`src/rtl/phase_measure_ctrl.sv`:
```
// phase_measure_ctrl
//   Measurement sequencer for the start/stop phase detector (clk_sample domain).
//   It holds the detector in reset while idle. On start it flushes the detector
//   and drops the first (partial) tag. It then accumulates sum/count/min/max
//   over the requested number of tags, flags start_count gaps and per-tag
//   timeouts, and presents one result record to the host.
//
//   Optional feature macro: PHASE_MEAS_MINMAX_EN
//     defined   : result_min/result_max track the extrema of accepted tags
//     undefined : min/max registers are absent, result_min/result_max read 0
//
// Ports
//   clk_sample, rst_n          clock, asynchronous active-low reset
//   start, num_samples,        measurement request; num_samples and
//   timeout_cycles             timeout_cycles are sampled with start
//   busy, det_rst              sequencer busy, active-high detector reset
//   tag_in, start_count_in,    detector phase tag, clk_0 sequence count and
//   tag_valid_in               tag strobe
//   result_sum, result_count,  result record (registered, held stable while
//   result_min, result_max,    result_valid is high)
//   err_timeout, err_skip
//   result_valid, result_ready result handshake
//   dbg_state                  current FSM state encoding, for observation
//
// Result handshake: result_valid rises with a complete record and stays high,
// with every result field frozen, until the host drives result_ready on a
// cycle where result_valid is high. The record transfers on that edge and
// result_valid drops from the same edge.
module phase_measure_ctrl #(
  parameter int PHASE_COUNT_SIZE = 5,
  parameter int CLK_0_COUNT_SIZE = 3,
  parameter int NUM_SAMPLES_SIZE = 8,
  parameter int TIMEOUT_SIZE     = 12,
  parameter int FLUSH_CYCLES     = 4
) (
  input  logic                                     clk_sample,
  input  logic                                     rst_n,
  input  logic                                     start,
  input  logic [NUM_SAMPLES_SIZE-1:0]              num_samples,
  input  logic [TIMEOUT_SIZE-1:0]                  timeout_cycles,
  output logic                                     busy,
  output logic                                     det_rst,
  input  logic [PHASE_COUNT_SIZE-1:0]              tag_in,
  input  logic [CLK_0_COUNT_SIZE-1:0]              start_count_in,
  input  logic                                     tag_valid_in,
  output logic [PHASE_COUNT_SIZE+NUM_SAMPLES_SIZE-1:0] result_sum,
  output logic [NUM_SAMPLES_SIZE-1:0]              result_count,
  output logic [PHASE_COUNT_SIZE-1:0]              result_min,
  output logic [PHASE_COUNT_SIZE-1:0]              result_max,
  output logic                                     err_timeout,
  output logic                                     err_skip,
  output logic                                     result_valid,
  input  logic                                     result_ready,
  output logic [2:0]                               dbg_state
);

  typedef enum logic [2:0] {
    S_IDLE    = 3'd0,
    S_FLUSH   = 3'd1,
    S_DISCARD = 3'd2,
    S_ACCUM   = 3'd3,
    S_DONE    = 3'd4
  } state_t;

  localparam int FW = (FLUSH_CYCLES > 1) ? $clog2(FLUSH_CYCLES) : 1;
  localparam logic [FW-1:0] FLUSH_LAST = FW'(FLUSH_CYCLES - 1);

  state_t                      state;
  logic [NUM_SAMPLES_SIZE-1:0] num_lat;
  logic [TIMEOUT_SIZE-1:0]     tmo_lat;
  logic [TIMEOUT_SIZE-1:0]     tmo_cnt;
  logic [FW-1:0]               flush_cnt;
  logic [CLK_0_COUNT_SIZE-1:0] ref_count;

  logic [NUM_SAMPLES_SIZE-1:0] count_next;
  logic [TIMEOUT_SIZE-1:0]     tmo_next;
  logic [CLK_0_COUNT_SIZE-1:0] ref_next;
  logic                        launch;
  logic                        accept;
  logic                        timeout_fire;

  assign count_next = result_count + 1'b1;
  assign tmo_next   = tmo_cnt + 1'b1;
  assign ref_next   = ref_count + 1'b1;
  assign launch     = (state == S_IDLE) && start;
  assign accept     = (state == S_ACCUM) && tag_valid_in;
  // A tag on the same edge wins over the timeout, hence the !tag_valid_in term.
  assign timeout_fire = ((state == S_DISCARD) || (state == S_ACCUM)) && !tag_valid_in &&
                        (tmo_lat != '0) && (tmo_next == tmo_lat);
  assign dbg_state  = state;

  always_ff @(posedge clk_sample or negedge rst_n) begin
    if (!rst_n) begin
      state        <= S_IDLE;
      busy         <= 1'b0;
      det_rst      <= 1'b1;
      result_valid <= 1'b0;
      result_sum   <= '0;
      result_count <= '0;
      err_timeout  <= 1'b0;
      err_skip     <= 1'b0;
      num_lat      <= '0;
      tmo_lat      <= '0;
      tmo_cnt      <= '0;
      flush_cnt    <= '0;
      ref_count    <= '0;
    end else begin
      case (state)
        S_IDLE: begin
          if (launch) begin
            num_lat      <= num_samples;
            tmo_lat      <= timeout_cycles;
            result_sum   <= '0;
            result_count <= '0;
            err_timeout  <= 1'b0;
            err_skip     <= 1'b0;
            flush_cnt    <= '0;
            busy         <= 1'b1;
            if (num_samples == '0) begin
              state        <= S_DONE;
              result_valid <= 1'b1;
            end else begin
              state <= S_FLUSH;
            end
          end
        end
        S_FLUSH: begin
          if (flush_cnt == FLUSH_LAST) begin
            state   <= S_DISCARD;
            det_rst <= 1'b0;
            tmo_cnt <= '0;
          end else begin
            flush_cnt <= flush_cnt + 1'b1;
          end
        end
        S_DISCARD: begin
          if (tag_valid_in) begin
            // First tag after flush straddles the reset release: keep only its count.
            ref_count <= start_count_in;
            tmo_cnt   <= '0;
            state     <= S_ACCUM;
          end else if (timeout_fire) begin
            err_timeout  <= 1'b1;
            det_rst      <= 1'b1;
            result_valid <= 1'b1;
            state        <= S_DONE;
          end else begin
            tmo_cnt <= tmo_next;
          end
        end
        S_ACCUM: begin
          if (accept) begin
            result_sum   <= result_sum + {{NUM_SAMPLES_SIZE{1'b0}}, tag_in};
            result_count <= count_next;
            ref_count    <= start_count_in;
            tmo_cnt      <= '0;
            if (start_count_in != ref_next) err_skip <= 1'b1;
            if (count_next == num_lat) begin
              det_rst      <= 1'b1;
              result_valid <= 1'b1;
              state        <= S_DONE;
            end
          end else if (timeout_fire) begin
            err_timeout  <= 1'b1;
            det_rst      <= 1'b1;
            result_valid <= 1'b1;
            state        <= S_DONE;
          end else begin
            tmo_cnt <= tmo_next;
          end
        end
        S_DONE: begin
          if (result_ready) begin
            result_valid <= 1'b0;
            busy         <= 1'b0;
            state        <= S_IDLE;
          end
        end
        default: begin
          state <= S_IDLE;
        end
      endcase
    end
  end

`ifdef PHASE_MEAS_MINMAX_EN
  logic [PHASE_COUNT_SIZE-1:0] min_r;
  logic [PHASE_COUNT_SIZE-1:0] max_r;

  // min starts at all-ones so the first tag always replaces it; a measurement
  // that ends with no accepted tag forces it back to 0.
  always_ff @(posedge clk_sample or negedge rst_n) begin
    if (!rst_n) begin
      min_r <= '0;
      max_r <= '0;
    end else if (launch) begin
      min_r <= (num_samples == '0) ? '0 : '1;
      max_r <= '0;
    end else if (accept) begin
      if (tag_in < min_r) min_r <= tag_in;
      if (tag_in > max_r) max_r <= tag_in;
    end else if (timeout_fire && (result_count == '0)) begin
      min_r <= '0;
    end
  end

  assign result_min = min_r;
  assign result_max = max_r;
`else
  assign result_min = '0;
  assign result_max = '0;
`endif

endmodule

```
`config.mk`:
```
export PLATFORM = sky130hd
export DESIGN_NAME = phase_measure_ctrl
export DESIGN_NICKNAME = d
export VERILOG_FILES = /design/src/rtl/phase_measure_ctrl.sv
export SDC_FILE = /design/constraint.sdc
export NUM_CORES = 1
export LEC_CHECK = 0
export CAP_MARGIN = 0
export CORE_ASPECT_RATIO = 0.6
export CORE_UTILIZATION = 54
export DETAILED_ROUTE_END_ITERATION = 10
export HOLD_SLACK_MARGIN = 0.12
export PLACE_DENSITY_LB_ADDON = 0.2
export SYNTH_ARGS = -nofsm -noshare
export SYNTH_HDL_FRONTEND = slang
export SYNTH_SLANG_ARGS = --single-unit
```
`constraint.sdc`:
```
create_clock -name clk_sample -period 3 [get_ports clk_sample]
set_input_delay 0.6 -clock clk_sample [delete_from_list [all_inputs] [get_ports clk_sample]]
set_output_delay 0.6 -clock clk_sample [all_outputs]
set_load 0.01 [all_outputs]
```
# After elaboration in Yosys (flattened, before gate mapping)
# Cells that the tools add are included.
# word_totals
romBits	0
ram_bits	0
word_cells	114
latchBits	0
mem_count	0
reg_bits	66
output_inout_bits	39
# op_classes
n_eq_ne	19
reduce_logical	28
div_mod_pow	0
n_mul	0
shift	0
n_lt_le_gt_ge	0
n_mux	49
add_sub_neg	5
n_bitwise	0
# ops
operator	count
$mux 12	4
$pmux 12 s3	1
$mux 3	10
$mux 13	2
$pmux 13 s2	1
$mux 1	18
$mux 8	2
$ne 2x2->1 const B	8
$pmux 8 s2	1
$reduce_and 4->1	4
$pmux 3 s5	1
$add 13x5->13	1
$add 12x1->12 const B	1
$eq 12x12->1	1
$reduce_and 3->1	4
$reduce_bool 12->1	1
$add 8x1->8 const B	1
$eq 8x8->1	1
$logic_not 8->1	1
$reduce_bool 2->1	4
$eq 3x2->1 const B	2
$pmux 1 s3	2
$pmux 3 s2	1
$reduce_and 6->1	1
19 further kinds	28

# Longest topological paths before layout
# Gate-level depths: netlist of the first run.
# logic_depth
word_depth	8
ltp_mapped	8
depth_no_buf	8

# Worst setup path after synthesis of the first run
# OpenSTA, ideal clock, no wires.
# synth_timing
path_type	input -> register
startpoint	in tag_valid_in
endpoint	reg state[1] (netlist: dbg_state[1])
t_arrival_ns	2.232
setup_time_ns	0.141
t_required_ns	2.859
path_stages	7
slack_ns	0.627
n_path_buf	1
cell_sequence	or3b_1 -> buf_6 -> nor3_4 -> o2111ai_1 -> or4_4 -> o211ai_1 -> o311ai_1
# synth_via
elab_chain_cells	7
# synth_rtl
item	line_no	source
start, declared	45	input logic tag_valid_in,
$logic_not 1->1	88	assign timeout_fire = ((state == S_DISCARD) || (state == S_ACCUM)) && !tag_valid_in &&
$logic_and 1x1->1 (2 in series)	88	
$logic_and 1x1->1	89	(tmo_lat != '0) && (tmo_next == tmo_lat);
$mux 3	-	
$mux 3, on equally long branches	152, 137	
$pmux 3 s5	108	case (state)
end signal, assigned	94	state <= S_IDLE;
end signal, assigned	120	state <= S_DONE;
end signal, assigned	161	state <= S_DONE;
end, declared	68	state_t state;
# Parallel ways exist; a longest one is shown, timed or not.
# A chain may end at the register's enable or synchronous reset.

# Final worst setup path of the first run
# layout_timing
startpoint	reg tmo_cnt[0]
endpoint	reg state[1] (netlist: dbg_state[1])
# layout_via
elab_chain_cells	6
# layout_rtl
item	line_no	source
start, declared	71	logic [TIMEOUT_SIZE-1:0] tmo_cnt;
start signal, assigned	148	tmo_cnt <= tmo_next;
start signal, assigned	169	tmo_cnt <= tmo_next;
$add 12x1->12 (*)	83	assign tmo_next = tmo_cnt + 1'b1;
$eq 12x12->1 (*)	89	
$logic_and 1x1->1 (*)	89	
$mux 3 (*)	-	
$mux 3, on equally long branches	-	
$pmux 3 s5 (*)	-	
end signal, assigned	94	
end signal, assigned	120	
end signal, assigned	123	state <= S_FLUSH;
# Mark *: on every way between the ends. The rest lies on a longest branch, timed or not.

==> reports/metrics.cfg, run 1 <==
[status]
status=finished, final reports clean

[timing]
finClkSkew_ps=7.08
post-route-min-period_ps=2740
finalHoldViolations=0
fmax_mhz=364
post-route-period-util=0.915
worstMarginPinSlew_ps=639
rsz0062_at_grt=false
setup_violations=0
slew_viol_final=0
tns_ps=0
slew_headroom=0.572

[placed_design]
io_buffers=61
gp_congestion=0.955
place_hpwl_um=8360
place_area_sq_um=4860
place_inst=635

[setup_path]
cp_data_required_time_ps=3210
cp_max_fo=7
critPathTopFamily=compound AO/OA/AOI/OAI gates
cpPeakStageDelay_ps=620
path_buf_inv=0
timing.rr.start=tmo_cnt[0]
startpoint_type=flip-flop
cp_slowest_cell=or4_4
r2r-end=dbg_state[1]
crit_arrival_ps=2950
ff2ff_path_depth=7
setup.worst_path.class=flip-flop to flip-flop
path_cells=ha_1 -> o21ba_2 -> a221oi_1 -> o2111ai_1 -> or4_4 -> o211ai_1 -> o311ai_1
rrSetupSlack_ps=260
crit_path_end_kind=flip-flop

[floorplan]
die_h_um=70.1
coreArea_sq_um=7360
die_area_sq_um=8090
die_w_um=115
initial_core_util=0.567
ios=72
rows=24

[detailed_routing]
wirelength_um=11500
final_antenna_net_count=0
first_pass_iters=5
drcViolationCount=0
first_iter_violations=423
vias_per_cell=6.12
vias=3982
wl_per_cell_um=17.7

[clock_tree]
clk_latency_ps=340
cts_htree_levels=3
cts.sinks=66
clk_pin_slew_ps=60
cts.path.max_buffers=2
cts_root_buf=clkbuf_16
ctsHoldBuffers=0
numCtsBuffers=9
cts_tree=done

[power]
p_per_area_nw_per_um2=908
ir_drop_mv=0.395
leakage_nw=2.27

[finish]
fin_area_sq_um=5250
nets=585
syn2layout_area_growth_pct=25.8
stdcell_count=651
final_util=0.713
drive_gt1_frac=0.0969
antenna_cells=0
fillers=561

[grt]
grt_max_degree=28
grt_pass1_vias=3699
grt.overflow.total=0
grt_pass1_wl_um=18800
grtUsageTotal=0.307
antenna_found_initial=0

[run]
max_cap_violations=0

[synthesis]
synthXorXnorAreaFrac=0.0714
netlist_area_sq_um=4170
ys_warn_count=0
synth_top_family_by_area=simple AND/OR/NAND/NOR gates
synth_mux_area_frac=0.0132
synthSimpleGateAreaFrac=0.249
syn_avg_cell_area_sq_um=8.67
synth_ff_type=dfrtp_1
synthArstFlopShare=1.00
synth-edff-count=0
ys_seq_elements=66
yosysTopAreaCell=dfrtp_1
synthCells=481
seq_area_frac_synth=0.396
synthAdderAreaFrac=0.0318
synth_top_area_frac=0.390
synthDistinctLibCells=66
synth_area_leaders=dfrtp_1 (39%), nand2_1 (9.7%), xnor2_1 (4.4%)
synth_compound_area_frac=0.183

[worst_hold_path]
min_path_type=input port to async pin

[per-layer routing]
layer  up-vias  global-route usage  share of wire
li1       1841                   -              -
met1      1895               0.471           0.46
met2       225               0.415           0.41
met3        21              0.0894           0.11
met4         0              0.0837          0.013
met5         -                   0              0
[metrics by stage]
stage               power [W]  setup WS [ps]  hold slack (ps)
floorplan             0.00274            627              304
finish                0.00477            255              250
detailed placement    0.00337           99.1              479
CTS                   0.00472            265              270
global placement      0.00329            191              473
global route          0.00504           93.7              301
[cells in the mapped netlist, types with 7 or more instances]
master    instances
o211ai_1          7
and2_1            7
nor4_1           11
nand3_1          17
nand2_1         108
o21ai_0          29
ha_1              9
xnor2_1          21
dfrtp_1          65
buf_4            12
a41oi_1          10
xor2_1           13
clkbuf_1         17
a21oi_1          15
nor2_1           21
inv_1             7
[logic make-up after synthesis]
family,Yosys count
AOI/OAI and AO/OA,109
other,1
and+or+nand+nor,212
DFF,66
muxes,5
adders and majority gates,10
xor gates and xnor gates,34
buffers and inverters,44
[registers in the layout, indices dropped and copies added (netlist names), 2 cells and up]
name	flops
ref_count	3
tmo_lat	12
flush_cnt	2
tmo_cnt	12
num_lat	8
dbg_state	3
result_sum	13
result_count	8
[power by group]
part / internal (W) / total (W) / switching [W] / leakage [nW]
Clock: 0.000921 / 0.00133 / 0.000407 / 0.183
Combinational: 0.000828 / 0.00190 / 0.00108 / 1.23
Sequential: 0.00117 / 0.00154 / 0.000367 / 0.856
Total: 0.00292 / 0.00477 / 0.00185 / 2.27
[worst reg2reg max path, delay by kind of cell (launching register included)]
family | cells | cell delay [ps]
DFF | 1 | 460
and+or+nand+nor | 1 | 620
adders and majority gates | 1 | 340
AOI/OAI and AO/OA | 5 | 1200
[layout by cell type (no fill, tap or decap), types with 6 or more instances in the layout]
cell               n
a21oi_1           15
a22o_1             6
a41oi_1           10
and2_1             7
buf_4             17
clkbuf_16          9
clkdlybuf4s50_1   60
conb_1            10
dfrtp_1           65
ha_1               9
inv_1              7
nand2_1          108
nand3_1           17
nand4_1            6
nor2_1            21
nor4_1            10
o211ai_1           7
o21ai_0           29
o31ai_1            6
xnor2_1           21
xor2_1            13
[layout make-up]
type	count	area [sq um]	share of cell area
Multi-Input combinational cell	380	2330	0.444
Sequential cell	66	1650	0.315
Timing Repair Buffer	78	733	0.140
Clock buffer	10	239	0.0455
Clock inverter	6	138	0.0262
Tap cell	104	130	0.0248
Inverter	7	26.3	0.00501
[worst max-delay path by stage]
stage | slack, ps | from | cells past startpoint | to
after global routing | 90 | tmo_cnt[0] | 7 | tmo_cnt[2]
final | 260 | tmo_cnt[0] | 7 | dbg_state[1]
after floorplan | 630 | tag_valid_in | 7 | dbg_state[1]
after detailed placement | 100 | tag_valid_in | 7 | tmo_cnt[0]
after CTS | 270 | tmo_cnt[0] | 7 | tmo_cnt[0]
after global placement | 190 | tag_valid_in | 7 | dbg_state[1]
[repair_timing]
action                                  CTS  global route
buffers inserted                          0             0
endpoints found under the setup margin    0             2
gates resized for setup                   0             1
hold endpoints to repair                  0             0
Power figures use the tool's default switching activity.
==> run 2, diff against run 1 <==
--- a/config.mk
+++ b/config.mk
@@ -6,11 +6,13 @@
 export NUM_CORES = 1
 export LEC_CHECK = 0
 export CAP_MARGIN = 0
+export CELL_PAD_IN_SITES_DETAIL_PLACEMENT = 1
+export CELL_PAD_IN_SITES_GLOBAL_PLACEMENT = 2
 export CORE_ASPECT_RATIO = 0.6
-export CORE_UTILIZATION = 54
+export CORE_UTILIZATION = 32
 export DETAILED_ROUTE_END_ITERATION = 10
 export HOLD_SLACK_MARGIN = 0.12
-export PLACE_DENSITY_LB_ADDON = 0.2
+export PLACE_DENSITY = 0.82
 export SYNTH_ARGS = -nofsm -noshare
 export SYNTH_HDL_FRONTEND = slang
 export SYNTH_SLANG_ARGS = --single-unit
==> run 2 against run 1 <==
Register-to-register slack lost 60 ps; fmax shrank 2.2%; count of clock-buffer cells in the layout grew 3; core utilization shrank 29 points; setup slack lost 62 ps; sequential cell count is the same; global-route usage shrank 9.8 points; design area is essentially flat; clock power shrank 18%; via count shrank 2.0%.
==> reports/metrics.cfg, run 2 (synthesis gave the netlist of run 1 again) <==
[power]
p_sw_frac=0.404  ; was 0.388
internal_power_w=0.00270  ; was 0.00292 W
seqPwrFrac=0.338  ; was 0.322
combPwrFrac=0.421  ; was 0.399
switchingPower_w=0.00183  ; was 0.00185 W
leakage_nw=2.24  ; was 2.27 nW
power.share.clock=0.242  ; was 0.279
p_per_area_nw_per_um2=863  ; was 908 nW/um^2
finalPower_w=0.00453  ; was 0.00477 W
ir_drop_mv=0.347  ; was 0.395 mV

[clock_tree]
post_cts_buffers=0  ; unchanged
clk_latency_ps=330  ; was 340 ps
cts.path.max_buffers=2  ; unchanged
numCtsBuffers=9  ; unchanged
clk_pin_slew_ps=60  ; about the same
ctsHoldBuffers=0  ; unchanged
cts.sinks=66  ; unchanged
cts_root_buf=clkbuf_16  ; unchanged
cts_htree_levels=3  ; unchanged
cts_tree=done  ; unchanged
cts_resized=0  ; unchanged

[finish]
fillers=1420  ; was 561
layout_common_cells=nand2_1 (108), dfrtp_1 (65), clkdlybuf4s50_1 (60)  ; unchanged
nets=584  ; was 585
final_common_cell=nand2_1  ; unchanged
stdcell_count=710  ; was 651
largest_reg_flops=13  ; unchanged
antenna_cells=0  ; unchanged
final_util=0.424  ; was 0.713
reg.largest.list=result_sum x13, tmo_cnt x12, tmo_lat x12  ; unchanged
syn2layout_area_growth_pct=25.9  ; was 25.8%
drive_gt1_frac=0.0899  ; was 0.0969
top_register=result_sum  ; unchanged

[placed_design]
io_buffers=61  ; unchanged
place_hpwl_um=10000  ; was 8360 um
place_inst=695  ; was 635
gp_congestion=0.848  ; was 0.955

[setup_path]
cp_data_required_time_ps=3200  ; was 3210 ps
worstSetupPathDepth=7  ; unchanged
startpoint_type=flip-flop  ; unchanged
crit_arrival_ps=3010  ; was 2950 ps
setup.worst_path.class=flip-flop to flip-flop  ; unchanged
cp_slowest_cell=or4_4  ; unchanged
critPathTopFamily=simple AND/OR/NAND/NOR gates  ; was compound AO/OA/AOI/OAI gates
path_cells=ha_1 -> nand3_1 -> nor4_1 -> o211ai_1 -> or4_4 -> o211ai_1 -> o311ai_1  ; was ha_1 -> o21ba_2 -> a221oi_1 -> o2111ai_1 -> or4_4 -> o211ai_1 -> o311ai_1
cpPeakStageDelay_ps=590  ; was 620 ps
ff2ff_path_depth=7  ; unchanged
cp_max_fo=7  ; unchanged
path_buf_inv=0  ; unchanged
cpMostUsedCell=o211ai_1
crit_path_end_kind=flip-flop  ; unchanged

[detailed_routing]
vias_per_cell=5.50  ; was 6.12
wirelength_um=13200  ; was 11,500 um
final_antenna_net_count=0  ; unchanged
first_pass_iters=4  ; was 5
first_iter_violations=182  ; was 423
drcViolationCount=0  ; unchanged
vias=3902  ; was 3,982
wl_per_cell_um=18.6  ; was 17.7 um

[grt]
grt_pass1_vias=3971  ; was 3,699
antenna_found_initial=0  ; unchanged
grt_pass1_wl_um=21900  ; was 18,800 um
grtUsageTotal=0.209  ; was 0.307
grt.overflow.total=0  ; unchanged
grt_max_degree=40  ; was 28

[worst_hold_path]
min_path_type=input port to async pin  ; unchanged

[status]
status=finished, final reports clean  ; unchanged

[floorplan]
initial_core_util=0.337  ; was 0.567
ios=72  ; unchanged
rows=31  ; was 24
die_w_um=149  ; was 115 um
die_h_um=90.4  ; was 70.1 um
coreArea_sq_um=12400  ; was 7360 sq um
die_area_sq_um=13500  ; was 8090 sq um

[timing]
post-route-period-util=0.935  ; was 0.915
worstMarginPinSlew_ps=652  ; was 639 ps
rsz0062_at_grt=false  ; unchanged
fmax_mhz=356  ; was 364 MHz
post-route-min-period_ps=2810  ; was 2740 ps
finalHoldViolations=0  ; unchanged
tns_ps=0  ; unchanged
whs_ps=293  ; was 250 ps
setup_violations=0  ; unchanged
slew_viol_final=0  ; unchanged
slew_headroom=0.565  ; was 0.572
finClkSkew_ps=7.04  ; was 7.08 ps

[run]
max_cap_violations=0  ; unchanged

==> run 2: cell types whose count changed in the layout (fill, tap and decap cells not counted), sizes merged <==
cell and change:
buf -1, bufinv -3, clkbuf +3, clkinv -1
==> run 2: worst paths after layout <==
check,slack (ps),endpoint,start
setup / recovery,190,dbg_state[1],tmo_cnt[0]
hold / removal,290,result_sum[6],rst_n
setup reg to reg,190,dbg_state[1],tmo_cnt[0]
hold reg to reg,490,err_timeout,err_timeout
max in group asynchronous,1990,det_rst,rst_n
min in group clk_sample,490,err_timeout,err_timeout
==> run 2: routing by layer <==
metal  global-route usage  vias to the layer above  routed length [um]
li1                     -                     1834                   -
met1                0.337                     1939                7180
met2                0.271                      125                5120
met3               0.0510                        4                 858
met4               0.0408                        0                  57
met5                    0                        -                   0
==> run 2: area by class of cell <==
type,instances,area (sq um),share of cell area
multi-input cells,380,2320,0.442
flip-flops and latches,66,1650,0.315
repair buffers,77,738,0.141
inverters,7,26.3,0.00500
clock inverters,2,35.0,0.00667
well taps,165,206,0.0393
clock buffers,13,270,0.0515
==> run 2: power groups by stage <==
stage | Combinational (W) | Clock [W] | Sequential (W)
detailed placement | 0.00191 | 0 | 0.00154
finish | 0.00191 | 0.00109 | 0.00153
global placement | 0.00183 | 0 | 0.00152
global route | 0.00212 | 0.00116 | 0.00158
floorplan | 0.00131 | 0 | 0.00142
CTS | 0.00191 | 0.00112 | 0.00153
==> run 2: through the flow <==
stage,setup WS (ps),cell area (sq um)
final,194,5250
after global routing,54.4,5250
after CTS,250,5250
after detailed placement,50.2,4950
after global placement,134,4950
after floorplan,627,4210
==> run 3, diff against run 2 <==
--- a/config.mk
+++ b/config.mk
@@ -10,9 +10,10 @@
 export CELL_PAD_IN_SITES_GLOBAL_PLACEMENT = 2
 export CORE_ASPECT_RATIO = 0.6
 export CORE_UTILIZATION = 32
+export CTS_CLUSTER_SIZE = 28
 export DETAILED_ROUTE_END_ITERATION = 10
 export HOLD_SLACK_MARGIN = 0.12
-export PLACE_DENSITY = 0.82
+export PLACE_DENSITY_LB_ADDON = 0.05
 export SYNTH_ARGS = -nofsm -noshare
 export SYNTH_HDL_FRONTEND = slang
 export SYNTH_SLANG_ARGS = --single-unit
==> run 3 against run 2 <==
Power down 2.3%; setup slack better by 100 ps; sequential share of layout area about the same; clock power down 10%; die area unchanged; register-to-register slack better by 100 ps; critical path type unchanged; critical endpoint is now tmo_cnt[2]; highest routed layer unchanged.
==> reports/metrics.cfg, run 3 (synthesis gave the netlist of run 1 again) <==
[power]
power.share.clock=0.221  ; was 0.242
combPwrFrac=0.435  ; was 0.421
internal_power_w=0.00260  ; was 0.00270 W
switchingPower_w=0.00183  ; about the same
leakage_nw=2.24  ; about the same
ir_drop_mv=0.313  ; was 0.347 mV
seqPwrFrac=0.344  ; was 0.338
p_sw_frac=0.413  ; was 0.404
p_per_area_nw_per_um2=845  ; was 863 nW/um^2

[timing]
slew_headroom=0.491  ; was 0.565
post-route-period-util=0.900  ; was 0.935
setup_violations=0  ; unchanged
worstMarginPinSlew_ps=764  ; was 652 ps
worst_slack_ps=299  ; was 194 ps
slew_viol_final=0  ; unchanged
fmax_mhz=370  ; was 356 MHz
whs_ps=338  ; was 293 ps
tns_ps=0  ; unchanged
finClkSkew_ps=6.19  ; was 7.04 ps
finalHoldViolations=0  ; unchanged
post-route-min-period_ps=2700  ; was 2810 ps
rsz0062_at_grt=false  ; unchanged

[detailed_routing]
vias=3847  ; was 3,902
final_antenna_net_count=0  ; unchanged
wl_per_cell_um=18.6  ; about the same
wirelength_um=13300  ; was 13,200 um
vias_per_cell=5.37  ; was 5.50
first_pass_iters=4  ; unchanged
first_iter_violations=176  ; was 182
drcViolationCount=0  ; unchanged

[worst_hold_path]
min_path_type=input port to async pin  ; unchanged

[clock_tree]
cts.path.max_buffers=2  ; unchanged
clk_pin_slew_ps=50  ; was 60 ps
ctsHoldBuffers=0  ; unchanged
clk_latency_ps=330  ; about the same
cts_root_buf=clkbuf_16  ; unchanged
post_cts_buffers=0  ; unchanged
cts_resized=0  ; unchanged
numCtsBuffers=9  ; unchanged
cts_tree=done  ; unchanged
cts_htree_levels=3  ; unchanged
cts.sinks=66  ; unchanged

[status]
status=finished, final reports clean  ; unchanged

[run]
max_cap_violations=0  ; unchanged

[grt]
grt_pass1_wl_um=21600  ; was 21,900 um
grt_max_degree=31  ; was 40
grtUsageTotal=0.209  ; about the same
grt.overflow.total=0  ; unchanged
antenna_found_initial=0  ; unchanged
grt_pass1_vias=3796  ; was 3,971

[floorplan]
die_h_um=90.4  ; unchanged
ios=72  ; unchanged
die_area_sq_um=13500  ; unchanged
rows=31  ; unchanged
die_w_um=149  ; unchanged
coreArea_sq_um=12400  ; unchanged
initial_core_util=0.337  ; unchanged

[finish]
layout_common_cells=nand2_1 (108), dfrtp_1 (65), clkdlybuf4s50_1 (60)  ; unchanged
top_register=result_sum  ; unchanged
reg.largest.list=result_sum x13, tmo_cnt x12, tmo_lat x12  ; unchanged
drive_gt1_frac=0.0978  ; was 0.0899
antenna_cells=0  ; unchanged
largest_reg_flops=13  ; unchanged
final_common_cell=nand2_1  ; unchanged
final_util=0.424  ; about the same
syn2layout_area_growth_pct=25.7  ; was 25.9%
fin_area_sq_um=5240  ; was 5250 sq um
nets=590  ; was 584

[setup_path]
crit_path_end_kind=flip-flop  ; unchanged
setup.worst_path.class=flip-flop to flip-flop  ; unchanged
crit_arrival_ps=2900  ; was 3010 ps
cp_data_required_time_ps=3200  ; about the same
cp_slowest_cell=or4_4  ; unchanged
cpPeakStageDelay_ps=610  ; was 590 ps
cpMostUsedCell=o211ai_1  ; unchanged
startpoint_type=flip-flop  ; unchanged
cp_max_fo=7  ; unchanged
path_cells=ha_1 -> o21ba_2 -> a221oi_1 -> o2111ai_1 -> or4_4 -> o211ai_1 -> o211ai_1  ; was ha_1 -> nand3_1 -> nor4_1 -> o211ai_1 -> or4_4 -> o211ai_1 -> o311ai_1

[placed_design]
place_hpwl_um=10100  ; was 10,000 um
gp_congestion=0.804  ; was 0.848
io_buffers=61  ; unchanged
dp_slack_ps=42.8  ; was 50.2 ps
place_area_sq_um=4980  ; was 4950 sq um

==> run 3: critical path: cells and delay by family, from the launching register on <==
| kind | cells | cell delay [ps] |
|---|---|---|
| compound gates | 5 | 1190 |
| simple gates | 1 | 610 |
| flops | 1 | 440 |
| fa+ha+maj | 1 | 330 |
==> run 3: layer usage <==
metal  GRT usage  up-vias  wire length [um]
met4      0.0408        0                99
met1       0.357     1886              7640
met5           0        -                 0
li1            -     1840                 -
met3      0.0485        8               782
met2       0.249      113              4790
==> run 3: path summary, 6_finish.rpt <==
kind,from,endpoint,slack (ps),cells past startpoint
worst max-delay path,tmo_cnt[0],tmo_cnt[2],300,7
worst min-delay path,rst_n,result_sum[2],340,1
worst max register to register,tmo_cnt[0],tmo_cnt[2],300,7
worst min register to register,num_lat[1],num_lat[1],490,2
max in group asynchronous,rst_n,det_rst,1840,2
min in group clk_sample,num_lat[1],num_lat[1],490,2
==> run 3: power groups by stage <==
stage	sequential (W)	clock [W]	combinational, W
2_1_floorplan	0.00142	0	0.00131
3_3_place_gp	0.00152	0	0.00189
3_5_place_dp	0.00154	0	0.00193
4_1_cts	0.00152	0.000997	0.00194
5_1_grt	0.00157	0.00103	0.00215
6_report	0.00153	0.000978	0.00193
==> run 3: per-stage QoR <==
stage,total power [W],instances
after CTS,0.00446,717
final,0.00443,717
after global placement,0.00341,701
after floorplan,0.00274,490
after detailed placement,0.00347,701
after global routing,0.00475,717
==> run 3: layout make-up <==
class                   instances  area, sq um
inverters                       7         26.3
fillers                      1443         7130
well taps                     165          206
flip-flops and latches         66         1650
clock inverters                 3         15.0
repair buffers                 83          771
multi-input cells             380         2320
clock buffers                  13          250
